===== src/rtl/uart_regfile_pkg.sv =====
// Package for the UART bus register file.
// Holds the register offsets, the default ID value and the grant FSM state
// encoding shared by uart_regfile_gnt and uart_bus_regfile.
package uart_regfile_pkg;

  localparam logic [2:0] OFF_ID       = 3'd0;
  localparam logic [2:0] OFF_CTRL     = 3'd1;
  localparam logic [2:0] OFF_SCRATCH0 = 3'd2;
  localparam logic [2:0] OFF_SCRATCH1 = 3'd3;
  localparam logic [2:0] OFF_STATUS   = 3'd4;
  localparam logic [2:0] OFF_EVENT    = 3'd5;
  localparam logic [2:0] OFF_WR_CNT   = 3'd6;
  localparam logic [2:0] OFF_IRQ_MASK = 3'd7;

  localparam logic [7:0] ID_DEFAULT = 8'hA5;

  // Grant FSM encoding, kept as plain constants for legacy tools.
  typedef logic [0:0] gnt_state_t;
  localparam gnt_state_t GNT_IDLE    = 1'b0;
  localparam gnt_state_t GNT_GRANTED = 1'b1;

endpackage


===== src/rtl/uart_regfile_gnt.sv =====
// Bus grant FSM for the UART register file.
// Ports:
//   clock   - rising-edge clock
//   reset   - synchronous active-high reset, forces IDLE
//   int_req - bus access request from the master
//   int_gnt - grant, high exactly while the FSM is in GRANTED
module uart_regfile_gnt
  import uart_regfile_pkg::*;
(
  input  logic clock,
  input  logic reset,
  input  logic int_req,
  output logic int_gnt
);

  gnt_state_t state;
  gnt_state_t state_next;

  // NOTE: every always_comb output gets a default first so no path leaves it
  // unassigned; an unassigned path would infer a latch.
  always_comb begin
    state_next = state;
    case (state)
      GNT_IDLE:    if (int_req)  state_next = GNT_GRANTED;
      GNT_GRANTED: if (!int_req) state_next = GNT_IDLE;
    endcase
  end

  // NOTE: state registers use non-blocking assignments so every flop samples
  // the pre-edge values regardless of block ordering.
  always_ff @(posedge clock) begin
    if (reset) state <= GNT_IDLE;
    else       state <= state_next;
  end

  // Decoded from state, so the grant drops on the same edge as reset.
  assign int_gnt = (state == GNT_GRANTED);

endmodule


===== src/rtl/uart_bus_regfile.sv =====
// UART bus register file: an 8-byte register window on a simple strobe bus.
// Optional feature macro: UART_REGFILE_IRQ_EN (adds IRQ_MASK at offset 7 and
// a registered interrupt output; without it offset 7 reads zero, irq is 0).
// Ports:
//   clock, reset            - rising-edge clock, synchronous active-high reset
//   int_address/int_wr_data - bus address and write data
//   int_write/int_read      - single-cycle strobes, honoured only when granted
//   int_rd_data             - registered read data, holds until next read
//   int_req/int_gnt         - bus request and grant
//   status_in               - hardware status, registered into STATUS
//   event_in                - per-bit event pulses, accumulated into EVENT
//   ctrl_out                - CTRL register contents
//   irq                     - interrupt request
module uart_bus_regfile
  import uart_regfile_pkg::*;
#(
  parameter logic [15:0] BASE_ADDR = 16'h0000,
  parameter logic [7:0]  ID_VALUE  = ID_DEFAULT
) (
  input  logic        clock,
  input  logic        reset,
  input  logic [15:0] int_address,
  input  logic [7:0]  int_wr_data,
  input  logic        int_write,
  input  logic        int_read,
  output logic [7:0]  int_rd_data,
  input  logic        int_req,
  output logic        int_gnt,
  input  logic [7:0]  status_in,
  input  logic [7:0]  event_in,
  output logic [7:0]  ctrl_out,
  output logic        irq
);

  logic       hit;
  logic [2:0] offset;
  logic       wr_en;
  logic       rd_en;
  logic [7:0] w1c_mask;
  logic [7:0] rd_mux;
  logic [7:0] mask_rd;

  logic [7:0] ctrl_q;
  logic [7:0] scratch0_q;
  logic [7:0] scratch1_q;
  logic [7:0] status_q;
  logic [7:0] event_q;
  logic [7:0] wr_cnt_q;
  logic [7:0] rd_data_q;

  uart_regfile_gnt u_gnt (
    .clock   (clock),
    .reset   (reset),
    .int_req (int_req),
    .int_gnt (int_gnt)
  );

  assign hit    = (int_address[15:3] == BASE_ADDR[15:3]);
  assign offset = int_address[2:0];

  // A write beats a simultaneous read; the read is dropped entirely, even
  // when the write itself falls outside the window.
  assign wr_en = int_gnt & int_write & hit;
  assign rd_en = int_gnt & int_read & ~int_write;

  assign w1c_mask = (wr_en && offset == OFF_EVENT) ? int_wr_data : 8'h00;

  always_comb begin
    rd_mux = 8'h00;
    case (offset)
      OFF_ID:       rd_mux = ID_VALUE;
      OFF_CTRL:     rd_mux = ctrl_q;
      OFF_SCRATCH0: rd_mux = scratch0_q;
      OFF_SCRATCH1: rd_mux = scratch1_q;
      OFF_STATUS:   rd_mux = status_q;
      OFF_EVENT:    rd_mux = event_q;     // pre-update value on an event race
      OFF_WR_CNT:   rd_mux = wr_cnt_q;
      OFF_IRQ_MASK: rd_mux = mask_rd;
    endcase
  end

  always_ff @(posedge clock) begin
    if (reset) begin
      ctrl_q     <= 8'h00;
      scratch0_q <= 8'h00;
      scratch1_q <= 8'h00;
      status_q   <= 8'h00;
      event_q    <= 8'h00;
      wr_cnt_q   <= 8'h00;
      rd_data_q  <= 8'h00;
    end else begin
      status_q <= status_in;
      // Set wins: new events are OR-ed in after the write-1-to-clear.
      event_q  <= (event_q & ~w1c_mask) | event_in;
      if (wr_en) begin
        // Every in-window write counts, RO targets included; wraps at 8 bits.
        wr_cnt_q <= wr_cnt_q + 8'd1;
        case (offset)
          OFF_CTRL:     ctrl_q     <= int_wr_data;
          OFF_SCRATCH0: scratch0_q <= int_wr_data;
          OFF_SCRATCH1: scratch1_q <= int_wr_data;
          default: ;
        endcase
      end
      if (rd_en) rd_data_q <= hit ? rd_mux : 8'h00;
    end
  end

`ifdef UART_REGFILE_IRQ_EN
  logic [7:0] irq_mask_q;
  logic       irq_q;

  always_ff @(posedge clock) begin
    if (reset) begin
      irq_mask_q <= 8'h00;
      irq_q      <= 1'b0;
    end else begin
      if (wr_en && offset == OFF_IRQ_MASK) irq_mask_q <= int_wr_data;
      irq_q <= |(event_q & irq_mask_q);
    end
  end

  assign mask_rd = irq_mask_q;
  assign irq     = irq_q;
`else
  assign mask_rd = 8'h00;
  assign irq     = 1'b0;
`endif

  assign int_rd_data = rd_data_q;
  assign ctrl_out    = ctrl_q;

endmodule


===== config.mk =====
export PLATFORM = sky130hd
export DESIGN_NAME = uart_bus_regfile
export DESIGN_NICKNAME = d
export VERILOG_FILES = /design/src/rtl/uart_regfile_pkg.sv /design/src/rtl/uart_regfile_gnt.sv /design/src/rtl/uart_bus_regfile.sv
export SDC_FILE = /design/constraint.sdc
export NUM_CORES = 1
export LEC_CHECK = 0
export BUFFER_PORTS_ARGS = -buffer_cell sky130_fd_sc_hd__buf_2
export CAP_MARGIN = 20
export CORE_AREA = 2 2 75 77
export CTS_CLUSTER_DIAMETER = 50
export DETAILED_ROUTE_END_ITERATION = 6
export DIE_AREA = 0 0 77 79
export GPL_TIMING_DRIVEN = 0
export PLACE_DENSITY = 0.89
export SLEW_MARGIN = 20
export SYNTH_ARGS = -nofsm -noshare
export SYNTH_HDL_FRONTEND = slang
export SYNTH_SLANG_ARGS = --single-unit

===== constraint.sdc =====
create_clock -name clock -period 1.7 [get_ports clock]
set_input_delay 0.085 -clock clock [delete_from_list [all_inputs] [get_ports clock]]
set_output_delay 0.085 -clock clock [all_outputs]
set_load 0.005 [all_outputs]

==> run_results.csv <==
group,metric,value,unit
status,run_status,"completed",
pwr,p_int,2.01,mW
critical_path,critical_path_class,"reg -> reg",
critical_path,cp_num_buf_inv,1,
synthesis,syn_area,0.00270,mm²
critical_path,cp-start-kind,"flip-flop",
cells_and_area,area.growth.synth_to_final,28.0,%
timing,setup_violations,0,
die,rows,27,
grt,grt_pass1_vias,2429,
synthesis,synthesis.instances,268,
synthesis,synth-xor-area-share,0.00325,
synthesis,ys_warn_count,0,
critical_path,cp_max_fo,6,
die,fp.dieH,79,µm
grt,grt-ovfl-total,0,
synthesis,synth-seq-area-share,0.423,
pwr,ir_drop,688,µV
place,hpwlAfterDp,5110,µm
pwr,pwr-share-seq,0.503,
detailed_routing,drtAntennaViolNets,0,
cells_and_area,final_cell_area,0.00345,mm²
grt,grtUsageMet3,0.0830,
clock_tree,clockRootBuffer,"clkbuf_8",
worst_hold_path,hp-class,"in -> reg",
timing,max_clock_freq,595,MHz
clock_tree,path_clk_slew,70,ps
clock_tree,clk_latency,350,ps
cells_and_area,finalNonFillerCells,431,
cells_and_area,antenna_cells,0,
pwr,combPwrFrac,0.099,
detailed_routing,vias_per_cell,5.72,
die,die_w,77,µm
cells_and_area,drive_gt1_frac,0.312,
critical_path,slowest_stage,"or4_1",
pwr,p_leak,1.49,nW
synthesis,synth_cell_types,44,
detailed_routing,route.vias.total,2465,
critical_path,slowest_delay,490,ps
timing,timing.final.hold_violations,0,
synthesis,synth_seq_cells,57,
critical_path,endpoint_kind,"flip-flop",
place,placed_cell_area,0.00309,mm²
detailed_routing,wl_per_cell,16.8,µm
critical_path,path_delay_family,"simple AND/OR/NAND/NOR gates",
grt,grtUsageMet1,0.301,
pwr,p_per_area,790,mW/mm²
synthesis,synth_compound_area_frac,0.123,
timing,slew_violations,0,
synthesis,syn_nets,314,
place,dp.cells,400,
cells_and_area,n_fill_cell,427,
critical_path,crit_chain,"and4bb_2 -> nand4_4 -> buf_6 -> or4_1 -> a21oi_2",
synthesis,yosys.area_share.adder,0.00464,
clock_tree,cts_tree,"yes",
synthesis,ys.flop_type,"dfxtp_1",
detailed_routing,drcViolationCount,0,
synthesis,synth-edff-count,0,
critical_path,critical_path_arrival,1960,ps
timing,worst_clock_skew,7.88,ps
grt,grt_util_met2,0.412,
synthesis,async_reset_ff_frac,0,
grt,grt_use_total,0.252,
detailed_routing,first_pass_iters,4,
grt,antenna_found_initial,0,
pwr,p_sw_frac,0.264,
timing,final_min_period_over_clock_period,0.989,
clock_tree,htree_num_levels,3,
timing,hold_ws,15.3,ps
synthesis,avgSynthCellArea,10.1,µm²
clock_tree,clock_sinks,57,
synthesis,synthMuxAreaShare,0.155,
detailed_routing,wirelength,7250,µm
timing,relSlewSlack,0.440,
pwr,switchingPower,0.720,mW
detailed_routing,drt_iter0_drc,182,
grt,grt_pass1_wl,11600,µm
synthesis,synthSimpleGateAreaFrac,0.256,
cells_and_area,seq_area,0.00114,mm²
timing,fin_crit,1680,ps
die,core,0.00534,mm²
clock_tree,cts_made_buffers,9,
die,floorplan.initialDensity,0.505,
grt,grt_max_degree,12,
pwr,clockPowerShare,0.398,
grt,grt.busiest_layer,"met2",
cells_and_area,multiInputGateArea,0.00152,mm²
die,fp.dieArea,0.00608,mm²
synthesis,synth_top_family_by_area,"simple AND/OR/NAND/NOR gates",
place,port-buffer-count,60,
job,maxCapViolations,0,
critical_path,crit_required,1970,ps
cells_and_area,fin_nets,400,
timing,worst_pin_slew,829,ps
die,io_pins,63,
place,place_congestion,0.869,
clock_tree,cts.path.max_buffers,2,
## placed cells by master, fill, tap and decap left out, drive strengths merged, types with 3 or more instances in the layout
| master | instances |
|---|---|
| a21o | 4 |
| a21oi | 6 |
| a221o | 3 |
| a221oi | 3 |
| a2bb2oi | 7 |
| buf | 70 |
| clkbuf | 22 |
| clkinv | 5 |
| dfxtp | 57 |
| dlygate4sd3 | 9 |
| inv | 4 |
| mux2 | 7 |
| mux2i | 34 |
| nand2 | 6 |
| nand2b | 33 |
| nand4 | 4 |
| nor2 | 12 |
| nor2b | 13 |
| nor3 | 12 |
| nor4b | 8 |
| o21ai | 4 |
| o2bb2ai | 9 |
| o31ai | 3 |
| or4 | 4 |
## registers in the layout, indices dropped and copies added (netlist names)
signal / count
scratch1_q: 8
int_rd_data: 8
wr_cnt_q: 8
u_gnt.int_gnt: 1
scratch0_q: 8
ctrl_out: 8
status_q: 8
event_q: 8
## cell type report
class	instances	share of cell area
Buffer	17	0.0228
Clock buffer	9	0.0359
Clock inverter	7	0.0138
Inverter	4	0.00435
Multi-Input combinational cell	190	0.439
Sequential cell	57	0.331
Tap cell	72	0.0261
Timing Repair Buffer	75	0.127
## logic make-up after synthesis
kind of cell,Yosys count
and+or+nand+nor,103
DFF,57
AOI/OAI and AO/OA,43
muxes,41
buffers and inverters,21
adders and majority gates,1
other,1
xor gates and xnor gates,1
## layer usage
layer  vias to the layer above  routed length, µm
met4                         0                244
met3                        21                472
met2                        92               3520
met5                         -                  0
met1                      1199               3010
li1                       1153                  -
## worst paths after layout
kind         cells past startpoint      startpoint        endpoint  slack (ps)
min reg2reg                      1  int_rd_data[4]  int_rd_data[4]         460
max                              5   u_gnt.int_gnt     wr_cnt_q[6]          20
max reg2reg                      5   u_gnt.int_gnt     wr_cnt_q[6]          20
min                              3     event_in[7]      event_q[7]          20
## power groups by stage
stage                     Combinational (mW)  Clock, mW  Sequential (mW)
after floorplan                        0.136          0             1.40
after global placement                 0.237          0             1.40
after detailed placement               0.243          0             1.40
after CTS                              0.261       1.10             1.37
after global routing                   0.292       1.15             1.37
final                                  0.269       1.09             1.37
## synth_stat cells, types with 2 or more instances
library cell  count  area (µm²)
a2bb2oi_1         7        61.3
a221oi_1          3        26.3
nand2b_1         33         206
nor2b_1          13        81.3
inv_1             4        15.0
nor4_4            2        42.5
buf_4             2        15.0
clkbuf_1         13        48.8
a21o_1            4        30.0
a221o_1           3        30.0
nand4_1           3        18.8
o21ai_0           4        20.0
o2bb2ai_1         9        78.8
nor4b_1           8        70.1
or4_1             4        30.0
a21oi_1           6        30.0
dfxtp_1          57        1140
nor2_1           12        45.0
o31ai_1           3        22.5
mux2_2            7        78.8
nor3_1           10        50.1
mux2i_1          34         340
nand2_1           6        22.5
## timing repair
| action | CTS | global route |
|---|---|---|
| setup endpoints to repair | 22 | 32 |
| hold buffers | 9 | 0 |
| resized for setup | 2 | 14 |
| endpoints found under the hold margin | 9 | 0 |
| setup buffers | 3 | 3 |
| pin swaps | 1 | 4 |
## tightest hold or removal path: stages
cell and delay, ps:
buf_2 110, nor2_1 80, nor3_1 50
## per-stage QoR
stage | utilization | power (mW) | worst slack [ps] | setup TNS (ps)
after floorplan | - | 1.53 | 108 | 0
after global placement | 0.578 | 1.64 | -84.3 | -445
after detailed placement | 0.578 | 1.64 | -131 | -1600
after CTS | 0.633 | 2.73 | 3.73 | 0
after global routing | 0.647 | 2.82 | -36.1 | -37.2
final | 0.647 | 2.73 | 18.5 | 0
No activity file was read; power rests on OpenSTA's default activity.
